<file path="src/rtl/traffic_junction.sv">
// rtl/traffic_junction.sv - multi-approach traffic junction controller with optional pedestrian walk phase (PED_CROSSING_EN)
module traffic_junction #(
    parameter int N_WAY  = 3,
    parameter int CNT_W  = 8,
    parameter int RA_CYC = 2,
    parameter int G_CYC  = 4,
    parameter int A_CYC  = 3,
    parameter int AR_CYC = 1,
    parameter int W_CYC  = 5
) (
    input  logic             clk,
    input  logic             rst,
    input  logic             hold,
    input  logic             ped_req,
    output logic [N_WAY-1:0] red,
    output logic [N_WAY-1:0] amber,
    output logic [N_WAY-1:0] green,
    output logic             walk
);

    localparam int IDX_W = (N_WAY > 1) ? $clog2(N_WAY) : 1;
    localparam logic [IDX_W-1:0] LAST_IDX = IDX_W'(N_WAY - 1);

    typedef enum logic [2:0] {
        S_RED_AMBER,
        S_GREEN,
        S_AMBER,
        S_ALL_RED
`ifdef PED_CROSSING_EN
        , S_WALK
`endif
    } state_t;

    // A duration of 0 is treated as a single cycle, so the loaded count floors at 0.
    function automatic logic [CNT_W-1:0] load_val(input int dur);
        return (dur <= 1) ? '0 : CNT_W'(dur - 1);
    endfunction

    state_t           state_q, state_d;
    logic [IDX_W-1:0] idx_q, idx_d;
    logic [CNT_W-1:0] timer_q, timer_d;
    logic [N_WAY-1:0] red_q, red_d;
    logic [N_WAY-1:0] amber_q, amber_d;
    logic [N_WAY-1:0] green_q, green_d;
    logic             walk_q, walk_d;
    logic             pending_q, pending_d;
    logic             timer_done;
    logic [IDX_W-1:0] idx_next;
    logic [N_WAY-1:0] active_sel;

    assign timer_done = (timer_q == '0);
    assign idx_next   = (idx_q == LAST_IDX) ? '0 : idx_q + 1'b1;

`ifndef PED_CROSSING_EN
    logic ped_req_unused;
    assign ped_req_unused = ped_req;
`endif

    // Next-state, timer, pending flag and the lamp pattern that goes with the next state.
    always_comb begin
        state_d    = state_q;
        idx_d      = idx_q;
        timer_d    = timer_done ? timer_q : timer_q - 1'b1;
`ifdef PED_CROSSING_EN
        pending_d  = pending_q | ped_req;
`else
        pending_d  = 1'b0;
`endif
        case (state_q)
            S_RED_AMBER: begin
                if (timer_done) begin
                    state_d = S_GREEN;
                    timer_d = load_val(G_CYC);
                end
            end
            S_GREEN: begin
                // Timer sits at 0 while hold is high; leave on the first cycle it drops.
                if (timer_done && !hold) begin
                    state_d = S_AMBER;
                    timer_d = load_val(A_CYC);
                end
            end
            S_AMBER: begin
                if (timer_done) begin
                    state_d = S_ALL_RED;
                    timer_d = load_val(AR_CYC);
                end
            end
            S_ALL_RED: begin
                if (timer_done) begin
                    idx_d = idx_next;
`ifdef PED_CROSSING_EN
                    if (pending_q) begin
                        state_d   = S_WALK;
                        timer_d   = load_val(W_CYC);
                        pending_d = 1'b0;
                    end else begin
                        state_d = S_RED_AMBER;
                        timer_d = load_val(RA_CYC);
                    end
`else
                    state_d = S_RED_AMBER;
                    timer_d = load_val(RA_CYC);
`endif
                end
            end
`ifdef PED_CROSSING_EN
            S_WALK: begin
                if (timer_done) begin
                    state_d = S_RED_AMBER;
                    timer_d = load_val(RA_CYC);
                end
            end
`endif
            default: begin
                state_d = S_ALL_RED;
                timer_d = load_val(AR_CYC);
            end
        endcase

        active_sel = N_WAY'(1) << idx_d;
        red_d      = '1;
        amber_d    = '0;
        green_d    = '0;
        walk_d     = 1'b0;
        case (state_d)
            S_RED_AMBER: amber_d = active_sel;
            S_GREEN: begin
                red_d   = ~active_sel;
                green_d = active_sel;
            end
            S_AMBER: begin
                red_d   = ~active_sel;
                amber_d = active_sel;
            end
`ifdef PED_CROSSING_EN
            S_WALK:  walk_d = 1'b1;
`endif
            default: ;
        endcase
    end

    // State and registered lamps; reset parks the junction in all-red before approach 0.
    always_ff @(posedge clk or posedge rst) begin
        if (rst) begin
            state_q   <= S_ALL_RED;
            idx_q     <= LAST_IDX;
            timer_q   <= load_val(AR_CYC);
            pending_q <= 1'b0;
            red_q     <= '1;
            amber_q   <= '0;
            green_q   <= '0;
            walk_q    <= 1'b0;
        end else begin
            state_q   <= state_d;
            idx_q     <= idx_d;
            timer_q   <= timer_d;
            pending_q <= pending_d;
            red_q     <= red_d;
            amber_q   <= amber_d;
            green_q   <= green_d;
            walk_q    <= walk_d;
        end
    end

    assign red   = red_q;
    assign amber = amber_q;
    assign green = green_q;
`ifdef PED_CROSSING_EN
    assign walk  = walk_q;
`else
    assign walk  = 1'b0;
`endif

endmodule

</file>
<file path="config.mk">
export PLATFORM = sky130hd
export DESIGN_NAME = traffic_junction
export DESIGN_NICKNAME = d
export VERILOG_FILES = /design/src/rtl/traffic_junction.sv
export SDC_FILE = /design/constraint.sdc
export NUM_CORES = 1
export LEC_CHECK = 0
export ABC_AREA = 1
export CAP_MARGIN = 20
export CORE_MARGIN = 2
export CORE_UTILIZATION = 65
export DETAILED_ROUTE_END_ITERATION = 6
export DONT_BUFFER_PORTS = 1
export PLACE_DENSITY = 0.81
export SYNTH_ARGS = -nofsm -noshare
export SYNTH_HDL_FRONTEND = slang
export SYNTH_SLANG_ARGS = --single-unit
export TNS_END_PERCENT = 10
</file>
<file path="constraint.sdc">
create_clock -name clk -period 2.73 [get_ports clk]
set_input_delay 0.4095 -clock clk [delete_from_list [all_inputs] [get_ports clk]]
set_output_delay 0.4095 -clock clk [all_outputs]
set_load 0.05 [all_outputs]
</file>
# Word-level counts from Yosys, hierarchy flattened
# Index checks and enable logic that the tools add are counted.
# word_totals
ff_bits	22
mem_bits_ro	0
input_bits	4
output_inout_bits	10
elab_cells	40
memories	0
ram_bits	0
latch_bits	0
# op_classes
div	0
n_eq_ne	6
n_reduce_logical	7
addsub	2
order_cmp	0
shift	1
bitwise	1
n_mux	17
multipliers	0
# op_table
cell	n
$mux 8	5
$pmux 8 s4	1
$mux 3	7
$pmux 3 s4	1
$eq 3x2->1 const B	3
$logic_not 8->1	1
$sub 8x1->8 const B	1
$eq 3x1->1 const B	2
$logic_not 3->1	2
$mux 2	3
$reduce_or 2->1	2
$not 3->3	1
$shl 1x2->3 const A	1
$add 2x1->2 const B	1
$eq 2x2->1 const B	1
$logic_and 1x1->1	1
$logic_not 1->1	1

# Longest topological paths before layout
# logic_depth
word_depth	7
mapped_depth	11
depth_no_buf	11

# Worst setup path before layout
# No wires, ideal clock.
# synth_path
kind	register -> register
start	register timer_q[0]
end	register timer_q[0]
required_ns	2.593
setup_slack_ns	1.209
period_less_slack_ns	1.521
stages_incl_launch_ff	8
setup_time_ns	0.137
n_path_buf	0
arrival_ns	1.384
cell_sequence	dfrtp_1 > inv_1 > ha_1 > nand3_2 > nor2_8 > inv_2 > ha_1 > o221ai_1
# synth_between
elab_chain_cells	4
elab_cells_between_ends	9
classes_between	add/sub (1); mux (6); reduce/logical (2)
# synth_rtl
item	line_no	text
from (decl)	41	logic [CNT_W-1:0] timer_q, timer_d;
from (signal assigned)	148	timer_q <= load_val(AR_CYC);
from (signal assigned)	157	timer_q <= timer_d;
$sub 8x1->8 / $logic_not 8->1 (equally long branches)	63, 51	
$mux 8 / $logic_and 1x1->1 (equally long branches)	63, 78	
$mux 8, on equally long branches	-	
$pmux 8 s4 *	69	case (state_q)
net timer_d[0]	41	
# The timed path passes the listed nets; every way through them passes the cells marked *.

# Worst setup path after layout
# layout_path
start	register timer_q[0]
end	register red_q[0] (netlist: red[0])
# layout_between
elab_chain_cells	7
elab_cells_between_ends	15
classes_between	eq/ne (2); shift (1); mux (8); bitwise (1); reduce/logical (3)
# layout_rtl
item	line_no	text
$logic_not 8->1 *	51	assign timer_done = (timer_q == '0);
$logic_and 1x1->1	78	if (timer_done && !hold) begin
$mux 3	78	
$pmux 3 s4	69	
$eq 3x1->1 / $eq 3x2->1 (equally long branches)	126	case (state_d)
$reduce_or 2->1 (no source line)	-	
$mux 3 *	-	
net red_d[0]	42	logic [N_WAY-1:0] red_q, red_d;
to (signal assigned)	159	red_q <= red_d;
to (decl)	42	
# Marks and branches as above.

==> results.py <==
metrics = {
    "logic_synthesis": {
        "ys_top_cells_by_area": "dfrtp_1, dfstp_2, nand2_1, inv_1, nor2_1",
        "synth_warnings": 0,
        "synth_top_area_cell": "dfrtp_1",
        "synth_common_cells": "nand2_1, inv_1, dfrtp_1, nor2_1, inv_2",
        "yosysMostFrequentCell": "nand2_1",
        "yosysSeqAreaShare_pct": 51.0,
        "ys.flop_type": "dfrtp_1",
        "synth_edf_count": 0,
        "synth.cell_area_um2": 1090,
        "syn_avg_cell_area_um2": 8.90,
        "synth_cell_type_count": 26,
        "synth_top_cell_area_share_pct": 36.6,
        "ys_seq_elements": 22,
        "synth_cells": 123,
        "synthArstFlopShare_pct": 100,
    },
    "timing": {
        "max_freq_ghz": 0.598,
        "maxSlewViolCount": 0,
        "rsz0062_at_grt": "false",
        "min_period_ns": 1.67,
        "setup_ws_ns": 1.06,
        "fin_skew_ns": 0.0107,
        "tightest_slew_ns": 0.767,
        "hold_slack_ns": 0.111,
        "tns_ns": 0,
        "final_hold_viol_count": 0,
        "setup_viol": 0,
        "maxSlewHeadroom_pct": 48.8,
        "period_share_pct": 61.3,
    },
    "detailed_routing": {
        "vias": 749,
        "viasPerCell": 5.24,
        "routedWlPerCell_um": 11.7,
        "drt_pass1_iterations": 4,
        "wl_um": 1670,
        "dr.first_iter.drc_count": 11,
        "detail-route-antenna-nets": 0,
        "drc": 0,
    },
    "worst_setup_path": {
        "crit_family": "simple AND/OR/NAND/NOR gates",
        "start_kind": "flip-flop",
        "slowest_stage": "dfrtp_1",
        "crit_type": "flip-flop to flip-flop",
        "cp_max_fo": 5,
        "cp_data_arrival_time_ns": 1.91,
        "crit_buf_inv": 2,
        "end_kind": "flip-flop",
        "worstPathRequired_ns": 2.97,
        "worstPathCellList": "inv_1, ha_1, nand3_2, nor2_8, nand2_4, o21ai_2, nand2_1, inv_1, nand2_1",
        "cpPeakStageDelay_ns": 0.41,
    },
    "clocking": {
        "postCtsHoldBufs": 0,
        "max-clock-path-buffers": 2,
        "clock-sinks": 22,
        "clock-root-buffer": "clkbuf_4",
        "clk_pin_slew_ns": 0.12,
        "cts-resized-gates": 0,
        "htree_levels": 1,
        "cts_setup_buffers": 0,
        "clk_latency_ns": 0.31,
        "tritoncts": "done",
        "numCtsBuffers": 3,
    },
    "placed_design": {
        "place.gp.congestion": 0.846,
        "place_ws_ns": 1.08,
        "place_hpwl_um": 1310,
        "io_buffers": 0,
        "placed_cell_area_um2": 1110,
    },
    "layout": {
        "final_cell_area_um2": 1160,
        "diodes": 0,
        "drive_gt1_share_pct": 26.0,
        "area_growth_pct": 6.29,
        "fin_nets": 135,
    },
    "die": {
        "io_pins": 14,
        "design.core.area_um2": 1540,
        "die_w_um": 45.0,
        "num_rows": 14,
        "die_h_um": 45.0,
        "initial_core_util_pct": 71.0,
        "dieArea_um2": 2030,
    },
    "grt": {
        "grt_pass1_vias": 724,
        "track_usage_pct": 21.3,
        "antenna_found_initial": 0,
        "grtUsageMet3_pct": 3.60,
        "grt_pass1_wl_um": 3060,
        "grt_use_met1_pct": 29.5,
        "grt_max_degree": 23,
        "grt_util_met2_pct": 33.1,
        "busiest_layer": "met2",
        "grt.overflow.total": 0,
    },
    "pwr": {
        "power.switching_uw": 603,
        "power_frac_clock_pct": 18.0,
        "pwr-share-comb_pct": 38.2,
        "internal-power_uw": 758,
        "power.leakage_nw": 0.619,
        "sw_frac_of_total_pct": 44.3,
        "ir_drop_uv": 621,
        "total_power_mw": 1.36,
        "power.density_nw_per_um2": 1170,
        "pwr-share-seq_pct": 43.8,
    },
    "flow_run": {
        "max_cap_violations": 0,
    },
    "min_path": {
        "min_path_type": "primary input to async pin",
    },
    "run_status": {
        "status": "complete, no violations",
    },
}
power groups by stage:
stage               logic [mW]  clock network, mW  registers [mW]
floorplan                0.447                  0           0.587
global placement         0.506                  0           0.597
detailed placement       0.523                  0           0.603
CTS                      0.526              0.249           0.596
global route             0.609              0.261           0.608
finish                   0.520              0.245           0.596
cell usage in the layout, fill, tap and decap left out, types with 3 or more instances in the layout:
master and n:
a21oi_1 4, nand2_1 20, dfstp_2 6, clkbuf_4 3
dfrtp_1 16, nand3_1 7, inv_1 17, ha_1 3
inv_2 9, nor2_1 13, nand2_2 4, nor3_1 3
o21ai_0 3
sequential cells by signal, indices dropped and copies added (netlist names):
| signal | count |
|---|---|
| amber | 3 |
| green | 3 |
| idx_q | 2 |
| red | 3 |
| state_q | 3 |
| timer_q | 8 |
layer usage:
metal | part of all wire (%) | vias up | wire (um)
li1 | - | 387 | -
met3 | 3.5 | 4 | 59
met2 | 48 | 17 | 799
met4 | 1.9 | 0 | 31
met5 | 0 | - | 0
met1 | 47 | 341 | 778
final timing paths:
| path | start | endpoint | slack (ns) | cells past startpoint |
|---|---|---|---|---|
| min | rst | timer_q[5] | 0.11 | 1 |
| min reg2reg | timer_q[7] | timer_q[7] | 0.56 | 2 |
| min in group clk | hold | state_q[1] | 0.35 | 3 |
| max reg2reg | timer_q[0] | red[0] | 1.06 | 9 |
| max | timer_q[0] | red[0] | 1.06 | 9 |
| max in group asynchronous | rst | idx_q[0] | 2.13 | 1 |
cell type report:
cell class	count	area [um^2]
Multi-Input combinational cell	75	435
Clock buffer	3	22.5
Clock inverter	1	30.0
Tap cell	16	20.0
Fill cell	109	378
Sequential cell	22	558
Inverter	26	97.6
metrics by stage:
step	utilization, %	cells
6_report	75.5	143
5_1_grt	75.5	143
3_5_place_dp	72.1	139
3_3_place_gp	72.1	139
4_1_cts	75.5	143
2_1_floorplan	-	124
kinds of logic after synthesis:
kind of cell / synth area share, %
AOI/OAI and AO/OA: 7.89
buffers and inverters: 9.60
and+or+nand+nor: 26.2
other: 0.343
adders and majority gates: 3.43
xor gates and xnor gates: 1.60
DFF: 51.0
worst reg2reg max path: cells and delay by family (launching register included):
family | cells | cell delay (ns)
adders and majority gates | 1 | 0.24
AOI/OAI and AO/OA | 1 | 0.19
buffers and inverters | 2 | 0.18
DFF | 1 | 0.41
and+or+nand+nor | 5 | 0.58
Note: power is estimated with default switching activity, not from simulation.
